--- src/rtl/cpu_pkg.sv ---
// Shared definitions for the boot program loader and its byte assembler.
// Holds the loader state encoding, data widths and the default load address.
package cpu_pkg;

    localparam int WORD_W = 16;
    localparam int BYTE_W = 8;

    localparam logic [15:0] DEF_BASE_ADDR = 16'h0000;

    typedef enum logic [3:0] {
        S_IDLE    = 4'd0,
        S_LEN_LO  = 4'd1,
        S_LEN_HI  = 4'd2,
        S_DATA_LO = 4'd3,
        S_DATA_HI = 4'd4,
        S_WRITE   = 4'd5,
        S_CSUM_LO = 4'd6,
        S_CSUM_HI = 4'd7,
        S_CHECK   = 4'd8,
        S_DONE    = 4'd9,
        S_ERR     = 4'd10
    } ld_state_t;

endpackage

--- src/rtl/program_loader_byte_to_word.sv ---
// Little-endian 2-byte assembler with a valid/ready byte handshake.
// Ports: i_clr restarts pairing, i_en grants ready, o_peek = {byte, low},
// o_word/o_valid = registered word, valid one cycle after the high byte.
module byte_to_word
    import cpu_pkg::*;
(
    input  logic              clk,
    input  logic              rst_n,
    input  logic              i_clr,
    input  logic              i_en,
    input  logic [BYTE_W-1:0] i_byte,
    input  logic              i_valid,
    output logic              o_ready,
    output logic [WORD_W-1:0] o_peek,
    output logic [WORD_W-1:0] o_word,
    output logic              o_valid
);

    logic              r_phase;
    logic [BYTE_W-1:0] r_lo;
    logic [WORD_W-1:0] r_word;
    logic              r_valid;
    logic              w_xfer;

    assign o_ready = i_en;
    assign w_xfer  = i_valid & i_en;
    // Lets the owner act on a complete word in the same cycle as the high byte
    assign o_peek  = {i_byte, r_lo};
    assign o_word  = r_word;
    assign o_valid = r_valid;

    always_ff @(posedge clk or negedge rst_n) begin
        if (!rst_n) begin
            r_phase <= 1'b0;
            r_lo    <= '0;
            r_word  <= '0;
            r_valid <= 1'b0;
        end else begin
            r_valid <= 1'b0;
            if (i_clr) begin
                r_phase <= 1'b0;
                r_lo    <= '0;
            end else if (w_xfer) begin
                if (!r_phase) begin
                    r_lo    <= i_byte;
                    r_phase <= 1'b1;
                end else begin
                    r_word  <= {i_byte, r_lo};
                    r_valid <= 1'b1;
                    r_phase <= 1'b0;
                end
            end
        end
    end

endmodule

--- src/rtl/program_loader.sv ---
// Boot loader: framed byte stream -> program RAM writes, XOR-checksum verify,
// holds the datapath in reset (cpu_rst_n low) until the image is good.
// Ports: clk/rst, start, byte_in/byte_valid/byte_ready stream,
// mem_addr/mem_data/mem_wren RAM port, cpu_rst_n, busy/done/error, words_loaded.
module program_loader
    import cpu_pkg::*;
#(
    parameter int                ADDR_W    = 16,
    parameter logic [ADDR_W-1:0] BASE_ADDR = ADDR_W'(DEF_BASE_ADDR),
    parameter int                MAX_WORDS = 256
) (
    input  logic              clk,
    input  logic              rst,
    input  logic              start,
    input  logic [BYTE_W-1:0] byte_in,
    input  logic              byte_valid,
    output logic              byte_ready,
    output logic [ADDR_W-1:0] mem_addr,
    output logic [WORD_W-1:0] mem_data,
    output logic              mem_wren,
    output logic              cpu_rst_n,
    output logic              busy,
    output logic              done,
    output logic              error,
    output logic [ADDR_W-1:0] words_loaded
);

    localparam logic [31:0] MAXW = 32'(MAX_WORDS);

    ld_state_t         r_state;
    ld_state_t         w_next;
    logic [WORD_W-1:0] r_len;
    logic [ADDR_W-1:0] r_idx;
    logic [WORD_W-1:0] r_csum;
    logic [ADDR_W-1:0] r_addr;
    logic [WORD_W-1:0] r_data;

    logic              w_en;
    logic              w_xfer;
    logic              w_idle;
    logic              w_go;
    logic              w_big;
    logic              w_last;
    logic [WORD_W-1:0] w_peek;
    logic [WORD_W-1:0] w_word;
    logic              w_word_vld;

    assign w_en = r_state inside {S_LEN_LO, S_LEN_HI, S_DATA_LO,
                                  S_DATA_HI, S_CSUM_LO, S_CSUM_HI};
    assign w_xfer = byte_valid & byte_ready;
    assign w_idle = r_state inside {S_IDLE, S_DONE, S_ERR};
    assign w_go   = start & w_idle;
    assign w_big  = {16'h0, w_peek} > MAXW;
    assign w_last = (32'(r_idx) + 32'd1) == 32'(r_len);

    byte_to_word u_b2w (
        .clk     (clk),
        .rst_n   (rst),
        .i_clr   (w_go),
        .i_en    (w_en),
        .i_byte  (byte_in),
        .i_valid (byte_valid),
        .o_ready (byte_ready),
        .o_peek  (w_peek),
        .o_word  (w_word),
        .o_valid (w_word_vld)
    );

    always_comb begin
        w_next = r_state;
        unique case (r_state)
            S_IDLE, S_DONE, S_ERR:
                if (start) w_next = S_LEN_LO;
            S_LEN_LO:
                if (w_xfer) w_next = S_LEN_HI;
            S_LEN_HI:
                if (w_xfer) begin
                    if (w_big)             w_next = S_ERR;
                    else if (w_peek == '0) w_next = S_CSUM_LO;
                    else                   w_next = S_DATA_LO;
                end
            S_DATA_LO:
                if (w_xfer) w_next = S_DATA_HI;
            S_DATA_HI:
                if (w_xfer) w_next = S_WRITE;
            S_WRITE:
                w_next = w_last ? S_CSUM_LO : S_DATA_LO;
            S_CSUM_LO:
                if (w_xfer) w_next = S_CSUM_HI;
            S_CSUM_HI:
                if (w_xfer) w_next = S_CHECK;
            // received checksum word is assembled by now
            S_CHECK:
                if (w_word_vld)
                    w_next = (w_word == r_csum) ? S_DONE : S_ERR;
            default:
                w_next = S_IDLE;
        endcase
    end

    always_ff @(posedge clk or negedge rst) begin
        if (!rst) begin
            r_state <= S_IDLE;
            r_len   <= '0;
            r_idx   <= '0;
            r_csum  <= '0;
            r_addr  <= '0;
            r_data  <= '0;
        end else begin
            r_state <= w_next;
            if (w_go) begin
                r_len  <= '0;
                r_idx  <= '0;
                r_csum <= '0;
            end
            if (w_xfer && r_state == S_LEN_HI)
                r_len <= w_peek;
            // address/data staged here so they are stable through WRITE
            if (w_xfer && r_state == S_DATA_HI) begin
                r_addr <= BASE_ADDR + r_idx;
                r_data <= w_peek;
            end
            if (r_state == S_WRITE) begin
                r_csum <= r_csum ^ r_data;
                r_idx  <= r_idx + 1'b1;
            end
        end
    end

    assign mem_addr     = r_addr;
    assign mem_data     = r_data;
    assign mem_wren     = (r_state == S_WRITE);
    assign cpu_rst_n    = (r_state == S_DONE);
    assign done         = (r_state == S_DONE);
    assign error        = (r_state == S_ERR);
    assign busy         = ~w_idle;
    assign words_loaded = r_idx;

endmodule

--- config.mk ---
export PLATFORM = sky130hd
export DESIGN_NAME = program_loader
export DESIGN_NICKNAME = d
export VERILOG_FILES = /design/src/rtl/cpu_pkg.sv /design/src/rtl/program_loader_byte_to_word.sv /design/src/rtl/program_loader.sv
export SDC_FILE = /design/constraint.sdc
export NUM_CORES = 1
export LEC_CHECK = 0
export ABC_AREA = 1
export BUFFER_PORTS_ARGS = -buffer_cell sky130_fd_sc_hd__buf_2
export CAP_MARGIN = 40
export CELL_PAD_IN_SITES_DETAIL_PLACEMENT = 0
export CELL_PAD_IN_SITES_GLOBAL_PLACEMENT = 1
export CORE_ASPECT_RATIO = 0.5
export CORE_UTILIZATION = 35
export DETAILED_ROUTE_END_ITERATION = 10
export PLACE_DENSITY = 0.74
export SYNTH_ARGS = -nofsm -noshare
export SYNTH_HDL_FRONTEND = slang
export SYNTH_SLANG_ARGS = --single-unit
--- constraint.sdc ---
create_clock -name clk -period 2 [get_ports clk]
set_input_delay 0.6 -clock clk [delete_from_list [all_inputs] [get_ports clk]]
set_output_delay 0.6 -clock clk [all_outputs]
set_load 0.02 [all_outputs]
Word-level counts from Yosys, hierarchy flattened --
Cells that the tools add are included.
Cells by class: add/subtract/negate cells 2, $lt $le $gt $ge 1, eq/ne operators 21, mux-type cells 26, bitwise operators 5, reductions and logical operators 13
Operators with widths (count):
- two-way mux 16 bit | 4
- two-way mux 4 bit | 9
- one-hot mux 4 bit (9 select lines) | 1
- two-way mux 8 bit | 3
- adder 16 x 1 -> 17 bit (second input constant) | 1
- == test 17 x 16 -> 1 bit | 1
- adder 16 x 1 -> 16 bit (second input constant) | 1
- == test 16 bit | 1
- == test 4 x 3 -> 1 bit (second input constant) | 4
- > comparator 16 x 9 -> 1 bit (second input constant) | 1
- zero test 16 bit | 1
- XOR 16 bit | 1
- != test 2 bit (second input constant) | 7
- == test 4 bit (second input constant) | 3
- == test 4 x 2 -> 1 bit (second input constant) | 2
- AND reduction 8 bit | 1
- two-way mux 1 bit | 6
- two-way mux 3 bit | 2
- nonzero test 2 bit | 3
- nonzero test 6 bit | 1
- == test 4 x 1 -> 1 bit (second input constant) | 1
- zero test 4 bit | 1
- != test 2 x 1 -> 1 bit (second input constant) | 2
- AND reduction 3 bit | 1
- other kinds (7) | 10
Storage, ports and cells: bits in registers 110, input port bits 12, output and inout bits 54, word-level logic and storage cells 78

Depth between registers and ports, before layout --
Gate-level depths: netlist (run 1).
depth after elaboration 5, gate-level depth with buffers 16, depth with buffers taken out 16

By module --
A second synthesis (run 1) with hierarchy kept.
Unflattened totals: cell total of the unflattened synthesis 677, area, all modules 5606.6 µm²
Modules (own cells, without submodules):
- program_loader | instances 1, cells each 555, area each 4444.3 µm², sequential area each 2102.0 µm²
- byte_to_word | instances 1, cells each 122, area each 1162.4 µm², sequential area each 650.6 µm²

Worst setup path before layout (run 1) --
No wires, ideal clock.
path kind flip-flop to flip-flop, start point reg r_idx[0] (netlist: words_loaded[0]), end point reg r_state[0], library setup time 116 ps, arrival time 1754 ps, required time 1884 ps, setup slack 129 ps, cell stages (with the launch flop) 17, buffers on the path 0, period minus slack after synthesis 1871 ps, path through dfrtp_1 > ha_1 > nand2_1 > nor2_4 > nand2_2 > nand2_2 > nand2_2 > nand2_1 > nand3_1 > nor2_1 > nand2_1 > nor2_2 > nand2_1 > nand2_1 > nand2_1 > nand2_1 > nand2_1
On the way: word-level cells in the longest chain between the ends 4
RTL lines:
- from (decl) | line program_loader.sv:33 | logic [ADDR_W-1:0] r_idx;
- from (signal assigned) | line program_loader.sv:125 | r_idx <= r_idx + 1'b1;
- adder 16 x 1 -> 17 bit | line program_loader.sv:54 | assign w_last = (32'(r_idx) + 32'd1) == 32'(r_len);
- == test 17 x 16 -> 1 bit | line program_loader.sv:54
- two-way mux 3 bit | line program_loader.sv:87 | w_next = w_last ? S_CSUM_LO : S_DATA_LO;
- one-hot mux 4 bit (9 select lines) | line program_loader.sv:71 | unique case (r_state)
- to (signal assigned) | line program_loader.sv:110 | r_state <= w_next;
- to (decl) | line program_loader.sv:30 | ld_state_t r_state;
No other way between the ends. A chain may end at the register's enable or synchronous reset.

Worst setup path in the final report (run 1) --
start point reg r_state[3], end point out busy
On the way: word-level cells in the longest chain between the ends 3, elaborated cells on any way between the ends 5, those cells by class 2 x eq/ne; 1 x bitwise; 2 x reduce/logical
RTL lines:
- == test 4 bit or zero test 4 bit (tied branches) | line program_loader.sv:51 | assign w_idle = r_state inside {S_IDLE, S_DONE, S_ERR};
- nonzero test 3 bit (*) | line program_loader.sv:51
- NOT 1 bit (*) | line program_loader.sv:136 | assign busy = ~w_idle;
- to (decl) | line program_loader.sv:22 | output logic busy,
Mark *: on every way between the ends. The rest lies on a longest branch, timed or not.

==> flow_summary.yaml, run 1 <==
sta:
  finalHoldViolations: 0
  fin_crit_sh_pct: 103
  relSlewSlack_pct: 70.2
  period_needed_ns: 2.06
  fin_skew_ns: 0.0102
  grt_setup_unrepaired: "yes"
  setup_viol: 2
  fmax_mhz: 485
  setup_slack_ns: -0.0624
  tightest_slew_ns: 0.447
  final-max-slew-violation-count: 0
setup_path:
  cp.arrival_ns: 1.46
  cp-end-kind: "output port"
  path_class: "reg2out"
  crit_fanout: 3
  cp.required_ns: 1.40
  start_kind: "flop"
placement:
  port_buffers: 65
  placedCellCount: 892
  globalplace.congestion: 0.869
  preCtsSetupSlack_ns: 0.0897
  hpwl_um: 10400
detailed_routing:
  drt_iter0_drc: 363
  antenna_left: 0
  wl_um: 14400
  drc: 0
  wl_per_cell_um: 15.6
  viasPerCell: 4.91
  drt-pass1-iter-count: 5
  vias: 4535
pwr:
  p_leak_nw: 3.17
  comb_power_share_pct: 40.5
  switchingPower_mw: 3.65
  p_sw_share_pct: 41.3
  peakVddDrop_uv: 508
  power_frac_clock_pct: 20.8
  power_frac_seq_pct: 38.7
  p_per_area_nw_per_um2: 1340
  intPower_mw: 5.18
yosys:
  synth_top_area_share_pct: 51.7
  synthTopCellsByArea: "dfrtp_1, nand2_1, o21ai_0"
  synth_cells: 627
  syn_avg_cell_area_um2: 8.50
  synth_area_um2: 5330
  ys_types: 32
  synthesis.nets: 640
  yosys.area.top_type: "dfrtp_1"
  ys_ff_latch: 110
  yosys_warnings: 0
  yosysSeqAreaShare_pct: 51.7
flow_run:
  cap_viol_max_count: 0
layout:
  post-route-util_pct: 44.9
  antenna_cells: 0
  area_growth_pct: 23.4
  drive_above_1_share_pct: 25.4
  finalNetCount: 733
  fin_cells: 923
global_routing:
  antenna_found_initial: 0
  grt_usage_pct: 19.2
  first_global_vias: 4157
  grt_pass1_wl_um: 23000
  grt_overflow: 0
  grt_max_degree: 47
cts:
  clockBufferDepth: 2
  cts_sinks: 110
  clockRootBuffer: "clkbuf_16"
  cts_tree: "yes"
  cts.hold.buffers_added: 0
  clk_latency_ns: 0.36
  clkTransAtPathRegs_ns: 0.08
  cts_inserted_buffers: 9
  htree_levels: 3
die:
  core.rowCount: 31
  die_w_um: 177
  num_io_pins: 66
  core_um2: 14700
  die-area_um2: 15800
  die_h_um: 89.3
  initial_core_util_pct: 36.3
status:
  violations: "negative setup slack"
  status: "finished with violations"
worst_hold_path:
  min_path_type: "in2async"
## cell usage after synthesis
cell and number:
nand2_1 150, o22ai_1 33, buf_4 2, inv_1 66, o211ai_1 1, nor2_4 6, clkbuf_1 7, xor2_1 21
buf_6 2, nand2_4 2, xnor3_1 2, inv_2 8, a21oi_1 1, nor3_1 3, o21ai_1 1, inv_4 1
nand2_2 9, o21ai_0 66, nor2_1 53, nand3_2 1, nand3_1 37, nor2_2 7, dfrtp_1 110, nand3b_1 1
nor2_8 1, buf_2 7, xnor2_1 12, nand4_1 12, or2_4 1, ha_1 1, or2_2 2, a31oi_1 1
## critical path, stage by stage, from the launching register on
cell and delay (ns):
dfrtp_1 0.44, inv_2 0.12, nor2_2 0.04, inv_2 0.10, nor2_4 0.05, nor2_2 0.11, nand2_2 0.08, inv_4 0.06
buf_6 0.10
## repair_timing
action / in CTS / in global routing
setup endpoints to repair: 3 / 17
pin swaps: 6 / 16
buffers inserted: 7 / 8
resized for setup: 23 / 27
## through the flow
step | total power, mW | hold WS [ns] | setup TNS (ns) | area (µm²)
after global placement | 6.60 | 0.461 | 0 | 6000
after CTS | 8.75 | 0.0786 | -0.0802 | 6420
after floorplan | 5.58 | 0.304 | 0 | 5330
final | 8.83 | 0.0819 | -0.0952 | 6580
after global routing | 9.45 | 0.0804 | -0.528 | 6580
after detailed placement | 6.63 | 0.462 | 0 | 6000
## registers in the layout, summed over array words and instances (netlist names)
signal and cells:
r_csum 16, u_b2w.r_lo 8, u_b2w.r_phase 1, u_b2w.o_valid 1
mem_addr 16, r_state 4, u_b2w.o_word 16, mem_data 16
words_loaded 16, r_len 16
## layout make-up
type / count / area, µm²
multi-input cells: 424 / 2310
inverters: 75 / 287
repair buffers: 100 / 659
well taps: 198 / 248
clock inverters: 7 / 82.6
clock buffers: 9 / 225
flip-flops and latches: 110 / 2760
fillers: 1486 / 8090
## worst paths after layout
path	from	end	slack, ns	depth (start not counted)
min	rst	mem_addr[6]	0.08	1
max in group asynchronous	rst	words_loaded[7]	1.38	2
min in group clk	byte_in[3]	u_b2w.o_word[11]	0.48	3
max	r_state[3]	busy	-0.06	8
max reg2reg	words_loaded[1]	r_state[0]	0.04	16
min reg2reg	mem_addr[15]	mem_addr[15]	0.48	2
## cells by family after synthesis
family	after synthesis	share of synthesized area [%]
AO/OA/AOI/OAI	103	10.5
XOR/XNOR	35	6.27
adder cells (fa/ha/maj)	1	0.235
buffers and inverters	93	7.18
flip-flops	110	51.7
AND/OR/NAND/NOR	285	24.1
## layer usage
layer | wire [µm] | track usage (%) | up-vias
met3 | 658 | 3.61 | 12
met2 | 6220 | 28.1 | 94
li1 | - | - | 2216
met5 | 0 | 0 | -
met1 | 7380 | 29.5 | 2213
met4 | 109 | 4.00 | 0
## power by group through the flow
stage                     clock (mW)  combinational (mW)  sequential, mW
after floorplan                    0                1.99            3.59
after global placement             0                3.18            3.42
after detailed placement           0                3.21            3.41
after CTS                       1.88                3.47            3.41
after global routing            1.97                3.98            3.50
final                           1.84                3.57            3.42
## placed cells by master (no fill, tap or decap), types with 2 or more instances in the layout
cell	instances
clkinv_8	2
xnor2_1	12
buf_2	59
xor2_1	21
dfrtp_2	6
inv_8	3
nand3_1	32
nand4_1	12
buf_6	5
inv_2	11
nor2_2	9
nor3_1	3
clkbuf_16	9
inv_1	62
buf_4	33
o22ai_1	32
o21ai_0	66
or2_2	2
nand2_1	145
nand2_4	5
xnor3_1	2
inv_4	2
nand3_2	6
nor2_4	12
dfrtp_1	104
buf_12	3
nor2_1	45
nand2_2	11
Power figures use the tool's default switching activity.
==> run 2, diff against run 1 <==
==> constraint.sdc (replaced) <==
create_clock -name clk -period 2.1 [get_ports clk]
set_input_delay 0.63 -clock clk [delete_from_list [all_inputs] [get_ports clk]]
set_output_delay 0.63 -clock clk [all_outputs]
set_load 0.02 [all_outputs]
==> run 2 against run 1 <==
- the run now ends clean
- largest power group unchanged
- cell area down 1.2%
- via count down 2.0%
- critical path depth did not move
- setup slack better by 0.075 ns
- combinational power decreased by 7.0%
- count of clock-buffer cells in the layout stayed put
- critical endpoint unchanged
- clock skew up 0.0016 ns
==> flow_summary.yaml, run 2 (synthesis gave the netlist of run 1 again) <==
layout:
  fin_cells: 915
  area_growth_pct: 21.9
  final_common_cell: "nand2_1"
  finalNetCount: 725
  final_area_um2: 6500
  antenna_cells: 0
  drive_above_1_share_pct: 23.6
  final_cell_mix: "nand2_1, dfrtp_1, o21ai_0, inv_1, buf_2"
  post-route-util_pct: 44.3
detailed_routing:
  drt_iter0_drc: 294
  antenna_left: 0
  vias: 4446
  drc: 0
  wl_per_cell_um: 15.6
  drt-pass1-iter-count: 5
  wl_um: 14300
  viasPerCell: 4.86
setup_path:
  worstRegToRegCells: 10
  r2r-start: "r_state[2]"
  regToRegSetupSlack_ns: 0.16
  path_class: "reg2out"
  crit_fanout: 3
  cp.required_ns: 1.47
  start_kind: "flop"
  setup.worst_path.end: "busy"
  reg2reg_to: "r_len[14]"
  cp.arrival_ns: 1.46
  worstSetupStartpoint: "r_state[3]"
  cp-end-kind: "output port"
sta:
  relSlewSlack_pct: 69.0
  fmax_mhz: 479
  setup_viol: 0
  holdWs_ns: 0.0789
  fin_crit_sh_pct: 99.4
  finalHoldViolations: 0
  final-max-slew-violation-count: 0
  tightest_slew_ns: 0.464
  fin_skew_ns: 0.0118
  period_needed_ns: 2.09
  grt_setup_unrepaired: "yes"
placement:
  placedCellCount: 889
  hpwl_um: 10500
  globalplace.congestion: 0.930
  place_area_um2: 5970
  port_buffers: 65
status:
  status: "finished, final reports clean"
cts:
  clockBufferDepth: 2
  clkTransAtPathRegs_ns: 0.08
  cts_tree: "yes"
  clockRootBuffer: "clkbuf_16"
  cts_sinks: 110
  htree_levels: 3
  clk_latency_ns: 0.36
  cts.hold.buffers_added: 0
  cts_inserted_buffers: 9
die:
  num_io_pins: 66
  die_h_um: 89.3
  core.rowCount: 31
  die_w_um: 177
  initial_core_util_pct: 36.3
  core_um2: 14700
  die-area_um2: 15800
worst_hold_path:
  min_path_type: "in2async"
global_routing:
  first_global_vias: 4214
  antenna_found_initial: 0
  grt_pass1_wl_um: 22700
  grt_overflow: 0
  grt_usage_pct: 19.0
  grt_max_degree: 50
pwr:
  peakVddDrop_uv: 513
  p_per_area_nw_per_um2: 1280
  p_leak_nw: 3.14
  power_mw: 8.33
flow_run:
  cap_viol_max_count: 0
run 2: stage by stage:
stage	setup slack [ns]	TNS (ns)
after detailed placement	0.197	0
final	0.0127	0
after global routing	-0.0721	-0.0874
after CTS	-0.00769	-0.00769
after global placement	0.233	0
after floorplan	0.229	0
run 2: cell type report:
cell class | instances | area (µm²)
sequential | 110 | 2760
inverter | 75 | 287
timing repair buffer | 92 | 588
multi-input combinational | 424 | 2290
fill | 1500 | 8160
tap | 198 | 248
clock buffer | 9 | 225
clock inverter | 7 | 98.8
run 2: worst min path at each step:
| stage | endpoint | depth (start not counted) | startpoint |
|---|---|---|---|
| finish | mem_addr[6] | 1 | rst |
| global route | mem_addr[6] | 1 | rst |
| CTS | mem_addr[6] | 1 | rst |
| detailed placement | mem_addr[6] | 1 | rst |
| global placement | mem_addr[6] | 1 | rst |
| floorplan | mem_addr[0] | 0 | rst |
run 2: routing by layer:
metal / routed length, µm / vias to the layer above / GRT usage, %
met5: 0 / - / 0
met3: 569 / 13 / 3.87
met4: 162 / 0 / 4.70
met1: 7550 / 2148 / 28.4
li1: - / 2197 / -
met2: 6020 / 88 / 28.0
run 2: timing repair:
item,in CTS,in global routing
resized for setup,18,20
setup endpoints to repair,2,4
pin swaps,5,11
setup buffers,7,3
run 2: worst max-delay path, cell delays in order (launching register included):
cell	delay, ns
dfrtp_1	0.43
inv_2	0.11
nor2_2	0.04
inv_2	0.10
nor2_4	0.05
nor2_2	0.11
nand2_2	0.09
inv_4	0.06
buf_6	0.10
run 2: power by group:
part / total [mW] / internal [mW] / switching [mW] / leakage [nW]
Sequential: 3.24 / 2.76 / 0.482 / 1.48
Clock: 1.78 / 0.866 / 0.913 / 0.154
Combinational: 3.32 / 1.27 / 2.05 / 1.51
Total: 8.33 / 4.89 / 3.44 / 3.14
==> run 3, diff against run 2 <==
--- a/config.mk
+++ b/config.mk
@@ -14,6 +14,7 @@
 export CORE_UTILIZATION = 35
 export DETAILED_ROUTE_END_ITERATION = 10
 export PLACE_DENSITY = 0.74
+export REMOVE_ABC_BUFFERS = 1
 export SYNTH_ARGS = -nofsm -noshare
 export SYNTH_HDL_FRONTEND = slang
 export SYNTH_SLANG_ARGS = --single-unit
==> run 3 against run 2 <==
- the run now ends with negative setup slack left
- maximum frequency fell by 1.5%
- setup slack got worse by 0.031 ns
- final cell count fell by 0.33%
- via count rose by 0.22%
- sequential cell count did not move
- critical endpoint unchanged
- count of clock-buffer cells in the layout rose by 1
==> flow_summary.yaml, run 3 (synthesis gave the netlist of run 1 again) <==
sta:
  relSlewSlack_pct: 65.1
  final-max-slew-violation-count: 0
  setup_slack_ns: -0.0180
  period_needed_ns: 2.12
  grt_setup_unrepaired: "yes"
  fmax_mhz: 472
  fin_crit_sh_pct: 101
  setup_viol: 2
  tightest_slew_ns: 0.524
  finalHoldViolations: 0
  fin_skew_ns: 0.0132
setup_path:
  cp.arrival_ns: 1.49
  worstSetupStartpoint: "r_state[1]"
  r2r-start: "words_loaded[0]"
  cp-end-kind: "output port"
  reg2reg_to: "r_state[0]"
  cp.required_ns: 1.47
  path_class: "reg2out"
  start_kind: "flop"
  crit_fanout: 5
  worstRegToRegCells: 16
  regToRegSetupSlack_ns: 0.18
global_routing:
  grt_usage_pct: 19.0
  first_global_vias: 4159
  grt_max_degree: 48
  antenna_found_initial: 0
  grt_overflow: 0
  grt_pass1_wl_um: 22800
detailed_routing:
  wl_met3_um: 568
  drt_iter0_drc: 350
  wl_per_cell_um: 15.7
  wl_um: 14300
  vias: 4456
  antenna_left: 0
  wl_met2_um: 6180
  top_layer_used: "met4"
  viasPerCell: 4.89
  drc: 0
  m1WireLength_um: 7430
  drt-pass1-iter-count: 5
cts:
  cts_inserted_buffers: 9
  cts_tree: "yes"
  clockBufferDepth: 2
  clockRootBuffer: "clkbuf_16"
  htree_levels: 3
  clk_latency_ns: 0.35
  clkTransAtPathRegs_ns: 0.08
  cts_sinks: 110
layout:
  fin_cells: 912
  final_common_cell: "nand2_1"
  finalNetCount: 723
  fill_cells: 1469
  drive_above_1_share_pct: 23.9
  antenna_cells: 0
  area_growth_pct: 21.0
  final_cell_mix: "nand2_1, dfrtp_1, o21ai_0, buf_2, inv_1"
  post-route-util_pct: 44.0
pwr:
  p_sw_share_pct: 39.7
  comb_power_share_pct: 38.4
  p_leak_nw: 3.11
  power_frac_clock_pct: 22.6
  intPower_mw: 4.99
  switchingPower_mw: 3.29
  power_mw: 8.28
  peakVddDrop_uv: 543
  power_frac_seq_pct: 39.0
  p_per_area_nw_per_um2: 1280
die:
  num_io_pins: 66
  core.rowCount: 31
  initial_core_util_pct: 36.3
  die_w_um: 177
  die-area_um2: 15800
  core_um2: 14700
  die_h_um: 89.3
status:
  violations: "negative setup slack"
  status: "finished with violations"
placement:
  port_buffers: 65
  globalplace.congestion: 0.851
  placedCellCount: 889
  hpwl_um: 10300
flow_run:
  cap_viol_max_count: 0
worst_hold_path:
  min_path_type: "in2async"
run 3: changes by cell type in the layout (fill, tap and decap cells not counted), moves of 3 or more:
cell	before	now
buf_6	4	1
clkinvlp_4	0	3
nand2_2	12	15
clkinv_8	5	0
run 3: cell type report:
class / count / area (µm²) / share of cell area [%]
Timing Repair inverter: 1 / 7.51 / 0.116
Tap cell: 198 / 248 / 3.84
Clock buffer: 10 / 239 / 3.71
Sequential cell: 110 / 2760 / 42.8
Timing Repair Buffer: 89 / 539 / 8.36
Multi-Input combinational cell: 424 / 2290 / 35.4
Inverter: 75 / 290 / 4.50
Clock inverter: 5 / 81.3 / 1.26
run 3: critical path, stage by stage, from the launching register on:
cell     delay (ns)
dfrtp_2        0.46
inv_2          0.10
nor2_2         0.04
inv_2          0.08
nor2_2         0.05
nor2_1         0.13
nand2_2        0.09
inv_4          0.09
buf_6          0.12
run 3: repair_timing:
item,in CTS,in global routing
gates resized for setup,8,29
setup endpoints to repair,3,19
setup buffers,0,7
hold buffers,0,0
cloned,0,1
pin swaps,0,14
run 3: routing by layer:
| layer | GRT usage [%] | vias to the layer above |
|---|---|---|
| met4 | 4.00 | 0 |
| met5 | 0 | - |
| met3 | 4.00 | 14 |
| met2 | 28.9 | 98 |
| li1 | - | 2195 |
| met1 | 27.9 | 2149 |
run 3: how the worst max path moves through the flow:
stage                                  end
after floorplan           words_loaded[14]
after global placement          r_state[0]
after detailed placement        r_state[0]
after CTS                             busy
after global routing            byte_ready
final                                 busy
run 3: stage by stage:
step | hold slack, ns | area [µm²] | setup slack (ns) | TNS, ns
after detailed placement | 0.469 | 5960 | 0.0988 | 0
final | 0.197 | 6450 | -0.0180 | -0.0304
after CTS | 0.202 | 6300 | -0.0593 | -0.129
after global placement | 0.462 | 5960 | 0.146 | 0
after floorplan | 0.334 | 5230 | 0.147 | 0
after global routing | 0.209 | 6450 | -0.101 | -0.204
run 3: power groups by stage:
stage / logic, mW / registers (mW) / clock network, mW
final: 3.18 / 3.23 / 1.87
after global routing: 3.56 / 3.31 / 1.99
after CTS: 3.08 / 3.21 / 1.91
after detailed placement: 3.03 / 3.23 / 0
after global placement: 2.99 / 3.23 / 0
after floorplan: 1.81 / 3.42 / 0
